## src/rtl/alu_result_flag_unit_4_bit.sv

```systemverilog
// ALU output stage: converts raw adder output into result/NZCV for ADD, SUB and SLT,
// buffered in a 2-entry valid/ready FIFO. Define ALU_STATUS_STICKY_EN to enable sticky_v.
module alu_result_flag_unit_4_bit (
    input  logic       clk,
    input  logic       rst_n,
    input  logic       in_valid,
    output logic       in_ready,
    input  logic [3:0] sum,
    input  logic       carry_out,
    input  logic       a_msb,
    input  logic       b_msb,
    input  logic [2:0] ALUop,
    output logic       out_valid,
    input  logic       out_ready,
    output logic [3:0] result,
    output logic       flag_n,
    output logic       flag_z,
    output logic       flag_c,
    output logic       flag_v,
    input  logic       clear_sticky,
    output logic       sticky_v
);

    typedef struct packed {
        logic [3:0] result;
        logic       n;
        logic       z;
        logic       c;
        logic       v;
    } entry_t;

    typedef enum logic [1:0] {
        EMPTY = 2'd0,
        ONE   = 2'd1,
        FULL  = 2'd2
    } count_e;

    count_e count_q;
    entry_t head_q;
    entry_t tail_q;
    entry_t new_entry;
    logic   is_sub;
    logic   is_slt;
    logic   push;
    logic   pop;

    // Upstream complemented B for SUB/SLT, so carry becomes borrow and the
    // overflow test compares A against the original, unconditioned B sign.
    always_comb begin
        new_entry = '0;
        is_sub    = (ALUop == 3'b110) || (ALUop == 3'b111);
        is_slt    = (ALUop == 3'b111);
        if (is_sub) begin
            new_entry.v = (a_msb != b_msb) && (sum[3] != a_msb);
            new_entry.c = ~carry_out;
        end else begin
            new_entry.v = (a_msb == b_msb) && (sum[3] != a_msb);
            new_entry.c = carry_out;
        end
        new_entry.result = is_slt ? {3'b000, sum[3] ^ new_entry.v} : sum;
        new_entry.n      = new_entry.result[3];
        new_entry.z      = (new_entry.result == 4'b0000);
    end

    assign in_ready  = (count_q != FULL);
    assign out_valid = (count_q != EMPTY);
    assign push      = in_valid && in_ready;
    assign pop       = out_valid && out_ready;

    // NOTE: the buffer registers are reset too, because result and flags must read 0 during reset.
    always_ff @(posedge clk or negedge rst_n) begin
        if (!rst_n) begin
            count_q <= EMPTY;
            head_q  <= '0;
            tail_q  <= '0;
        end else begin
            case (count_q)
                EMPTY: begin
                    if (push) begin
                        head_q  <= new_entry;
                        count_q <= ONE;
                    end
                end
                ONE: begin
                    case ({push, pop})
                        2'b10: begin
                            tail_q  <= new_entry;
                            count_q <= FULL;
                        end
                        2'b01: count_q <= EMPTY;
                        2'b11: head_q  <= new_entry;
                        default: ;
                    endcase
                end
                FULL: begin
                    if (pop) begin
                        head_q  <= tail_q;
                        count_q <= ONE;
                    end
                end
                default: count_q <= EMPTY;
            endcase
        end
    end

    assign result = head_q.result;
    assign flag_n = head_q.n;
    assign flag_z = head_q.z;
    assign flag_c = head_q.c;
    assign flag_v = head_q.v;

`ifdef ALU_STATUS_STICKY_EN
    // Set has priority over clear when both land on the same edge.
    always_ff @(posedge clk or negedge rst_n) begin
        if (!rst_n) begin
            sticky_v <= 1'b0;
        end else if (pop && head_q.v) begin
            sticky_v <= 1'b1;
        end else if (clear_sticky) begin
            sticky_v <= 1'b0;
        end
    end
`else
    logic unused_clear_sticky;
    assign unused_clear_sticky = clear_sticky;
    assign sticky_v            = 1'b0;
`endif

endmodule

```

## config.mk

```make
export PLATFORM = sky130hd
export DESIGN_NAME = alu_result_flag_unit_4_bit
export DESIGN_NICKNAME = d
export VERILOG_FILES = /design/src/rtl/alu_result_flag_unit_4_bit.sv
export SDC_FILE = /design/constraint.sdc
export NUM_CORES = 1
export LEC_CHECK = 0
export CAP_MARGIN = 10
export CORE_UTILIZATION = 45
export DETAILED_ROUTE_END_ITERATION = 8
export GPL_TIMING_DRIVEN = 0
export MAX_ROUTING_LAYER = met4
export PLACE_DENSITY_LB_ADDON = 0.3
export SYNTH_ARGS = -nofsm -noshare
export SYNTH_HDL_FRONTEND = slang
export SYNTH_SLANG_ARGS = --single-unit
```

## constraint.sdc

```tcl
create_clock -name clk -period 5.5 [get_ports clk]
set_clock_uncertainty 0.1 [all_clocks]
set_input_delay 1.1 -clock clk [delete_from_list [all_inputs] [get_ports clk]]
set_output_delay 1.1 -clock clk [all_outputs]
set_load 0.05 [all_outputs]
```

# [Word-level counts from Yosys, hierarchy flattened]
# Cells that the tools add are included.
[op_classes] n_addsub=0 multipliers=0 div=0 magnitude_cmp=0 eq_ne=15 shifts=0 muxes=10 bitwise_logic=2 reduce_logical=12
[op_table] operator="$mux 8" count=3
[op_table] operator="$pmux 8 s3" count=1
[op_table] operator="$eq 2x2->1 const B" count=3
[op_table] operator="$eq 3x3->1 const B" count=2
[op_table] operator="$mux 2" count=3
[op_table] operator="$ne 2x2->1 const B" count=3
[op_table] operator="$pmux 2 s3" count=1
[op_table] operator="$eq 2x1->1 const B" count=2
[op_table] operator="$logic_and 1x1->1" count=4
[op_table] operator="$logic_not 4->1" count=1
[op_table] operator="$mux 4" count=1
[op_table] operator="$pmux 2 s2" count=1
[op_table] operator="$reduce_and 4->1" count=1
[op_table] operator="$ne 3x2->1 const B" count=1
[op_table] operator="$reduce_and 3->1" count=1
[op_table] operator="$reduce_bool 3->1" count=1
[op_table] operator="$logic_not 2->1" count=1
[op_table] operator="$ne 1x1->1" count=2
[op_table] operator="$ne 2x1->1 const B" count=1
[op_table] operator="$reduce_and 2->1" count=1
[op_table] operator="$reduce_bool 2->1" count=1
[op_table] operator="$eq 1x1->1" count=1
[op_table] operator="$logic_or 1x1->1" count=1
[op_table] operator="$not 1->1" count=1
[op_table] operator="$xor 1x1->1" count=1
[word_totals] ff_bits=18 latchBits=0 ram_bits=0 mem_bits_ro=0 inputBits=15 output_inout_bits=11 elab_cells=50 memories=0

# [Depth between registers and ports, before layout]
[logic_depth] ltp_word=8 ltp_mapped=9 mapped_depth_nobuf=8

# [Worst setup path after synthesis]
# OpenSTA, ideal clock, no wires.
[synth_timing] path_type="input to register" startpoint="input in_valid" endpoint="register count_q[1]" setup_time_ns=0.084 arrival_ns=2.241 path_slack_ns=3.075 cell_stages=4 n_path_buf=0 path_cell_list="and2_1 > ha_1 > or4b_2 > o21ai_0"
[synth_between] elab_chain_cells=4 elab_cells_between_ends=8 cone_classes="eq/ne (4); mux (2); reduce/logical (2)"
[synth_rtl] element="start: declaration" line="6" source="input logic in_valid,"
[synth_rtl] element="$logic_and 1x1->1 (*)" line="67" source="assign push = in_valid && in_ready;"
[synth_rtl] element="$eq 2x1->1 / $eq 2x2->1 (equally long branches)" line="85" source="case ({push, pop})"
[synth_rtl] element="$pmux 2 s2 / $ne 3x2->1 (equally long branches)"
[synth_rtl] element="$pmux 2 s3 / $reduce_and 3->1 (equally long branches)"
[synth_rtl] element="end signal: assignment" line="81" source="count_q <= ONE;"
[synth_rtl] element="end signal: assignment" line="88" source="count_q <= FULL;"
[synth_rtl] element="end signal: assignment" line="90" source="2'b01: count_q <= EMPTY;"
[synth_rtl] element="end: declaration" line="38" source="count_e count_q;"
# Mark *: on every way between the ends. The rest lies on a longest branch, timed or not. The select of a mux whose other input is x is not followed.
# A chain may end at the register's enable or synchronous reset.

# [Worst setup path in the final report]
[layout_timing] startpoint="register count_q[1]" endpoint="output in_ready"
[layout_between] elab_chain_cells=1
[layout_rtl] element="start signal: assignment" line="73" source="count_q <= EMPTY;"
[layout_rtl] element="start signal: assignment" line="81"
[layout_rtl] element="start signal: assignment" line="88"
[layout_rtl] element="$ne 2x2->1" line="65" source="assign in_ready = (count_q != FULL);"
[layout_rtl] element="end: declaration" line="7" source="output logic in_ready,"
# Every way passes these cells.

==> impl_metrics.yaml <==
synth:
  ys_seq_area_share_pct: 43.8
  synth_top_area_share_pct: 43.8
  netlist_area_um2: 913
  synth_seq_cells: 16
  syn_inst: 100
  synth_area_leader_cell: "dfrtp_1"
  synthesis.nets: 118
  synthDistinctLibCells: 31
  ys_warn_count: 0
  syn_avg_cell_area_um2: 9.13
  ys_top_cells_by_area: "dfrtp_1 (44%), o21ai_0 (7.1%), nand2_1 (5.8%), mux2i_1 (4.4%), ha_1 (4.1%)"
cts:
  cts_setup_buffers: 0
  post_cts_resized: 0
  clkLatencyLatePin_ps: 280
  htreeDepth: 1
  holdBufCountCts: 0
  cts_buffers: 3
  root_buffer: "clkbuf_4"
  clock_sinks: 16
  cts_max_path_buffers: 2
  cts_tree: "built"
  clk_pin_slew_worst_paths_ps: 90
layout:
  nets: 146
  final_cell_mix: "clkdlybuf4s50_1 (23), dfrtp_1 (16), nand2_1 (14)"
  n_antenna_cell: 0
  final_cells: 152
  drive_above_1_share_pct: 13.4
  syn_to_final_growth_pct: 32.6
  stdcell_area_um2: 1210
  layout_commonest_cell: "clkdlybuf4s50_1"
route:
  drtPass1Iterations: 4
  num_vias: 744
  wl_per_cell_um: 10.6
  drc: 0
  drt_first_iter_violations: 18
  route.antenna.remaining_nets: 0
  via_per_inst: 4.89
  routed_wl_mm: 1.62
floorplanning:
  dieWidth_um: 47.1
  core_um2: 1820
  ios: 26
  start_util_pct: 50.2
  num_rows: 15
  fp.dieH_um: 47.1
  die-area_um2: 2210
worst_setup_path:
  r2r_start: "count_q[0]"
  path_max_fanout: 10
  worstSetupStartpointType: "register"
  critPathKind: "register to output port"
  critPathMaxStageDelay_ps: 840
  crit_family: "buffers and inverters"
  worstPathRequired_ps: 4300
  r2r-end: "count_q[1]"
  critPathBufInv: 3
  crit_slowest_cell: "clkdlybuf4s50_1"
  r2r_slack_ps: 3200
  worstSetupEndpointType: "output port"
  r2r_cells: 7
  path_common_cell: "buf_2"
  cp_data_arrival_time_ps: 2010
  worstPathCellList: "buf_2 -> nand2b_1 -> buf_2 -> clkdlybuf4s50_1"
global_route:
  antenna_found_initial: 0
  grt_max_degree: 17
  grt_util_all_layers_pct: 18.7
  grt_pass1_vias: 639
  grt_pass1_wl_mm: 2.79
  grt_overflow: 0
timing:
  slew_viol_final: 0
  tns_ps: 0
  fmax_mhz: 312
  fin_crit_ps: 3210
  relSlewSlack_pct: 53.5
  fin_crit_sh_pct: 58.3
  hold_violations: 0
  rsz0062_at_grt: "no"
  setup_violations: 0
  fin_hold_ws_ps: 388
  tightest_slew_ps: 695
placement:
  placed_cell_area_um2: 1170
  port_buffers: 23
  dpl.hpwl_mm: 1.30
  gp_congestion: 0.751
  dp.cells: 148
power_and_ir_drop:
  power_density_nw_per_um2: 545
  power_leakage_nw: 0.563
  peakVddDrop_v: 0.000313
job:
  drv_cap: 0
run_status:
  status: "finished clean"
hold_path:
  min_from: "tail_q[7]"
  min_path_type: "register to register"
  holdPathEnd: "tail_q[7]"
  min_path_cells: 2
==> sequential cells by signal, indices dropped and copies added (netlist names) <==
name     flops
flag_v       1
tail_q       7
flag_c       1
flag_z       1
result       4
count_q      2
==> worst max-delay path by stage <==
stage	from	endpoint	slack, ps	cells after the start
floorplan	in_valid	count_q[1]	3080	4
global placement	out_ready	count_q[1]	2530	5
detailed placement	out_ready	count_q[1]	2520	5
CTS	count_q[1]	in_ready	2280	4
global route	count_q[1]	in_ready	2210	4
finish	count_q[1]	in_ready	2290	4
==> stage by stage <==
step           utilization, %  setup slack (ps)  power [W]
6_report                 66.5              2290   0.000660
3_5_place_dp             64.5              2520   0.000588
4_1_cts                  66.5              2280   0.000666
5_1_grt                  66.5              2210   0.000706
3_3_place_gp             64.5              2530   0.000580
2_1_floorplan               -              3080   0.000476
==> area by class of cell <==
type	instances	area (µm²)
timing repair buffer	23	230
clock buffer	4	36.3
sequential	16	400
inverter	5	18.8
fill	167	609
tap	25	31.3
multi-input combinational	73	453
buffer	6	41.3
==> synth_stat cells <==
library cell / number
a21boi_0: 1
a21oi_1: 5
a31oi_1: 3
a32oi_1: 1
and2_1: 1
and3_1: 1
buf_2: 3
buf_4: 2
buf_6: 1
conb_1: 1
dfrtp_1: 16
ha_1: 3
inv_1: 5
mux2_2: 2
mux2i_1: 4
nand2_1: 14
nand2b_1: 1
nand3_1: 1
nand3b_1: 1
nand3b_4: 1
nor2_1: 9
nor2b_1: 2
o21ai_0: 13
o21ai_2: 1
o31a_1: 1
or2_2: 2
or3_1: 1
or4b_1: 1
or4b_2: 1
xnor2_1: 1
xor2_1: 1
==> tightest hold or removal path, cell delays in order, from the launching register on <==
cell and delay, ps:
dfrtp_1 350, nand2_1 40, o21ai_0 60
==> logic make-up (layout without fill, tap and decap cells) <==
logic type / count (synthesis) / count (layout) / share of synthesized area (%)
flops: 16 / 16 / 43.8
fa+ha+maj: 3 / 3 / 4.11
xor+xnor: 2 / 2 / 1.92
compound gates: 25 / 25 / 15.6
simple gates: 36 / 36 / 20.7
buf+inv: 11 / 38 / 6.57
mux: 6 / 6 / 6.85
other cells: 1 / 1 / 0.411
==> routing by layer <==
metal,up-vias,global-route usage (%),share of wire [%]
met5,-,-,0
met4,0,5.14,0.56
met3,2,4.62,4.8
met2,21,27.8,45
met1,327,25.4,49
li1,394,-,-
==> power breakdown <==
| group | switching, W | internal, W |
|---|---|---|
| Sequential | 0.0000264 | 0.000173 |
| Clock | 0.0000360 | 0.0000402 |
| Combinational | 0.000236 | 0.000148 |
| Total | 0.000299 | 0.000361 |
Power figures use the tool's default switching activity.
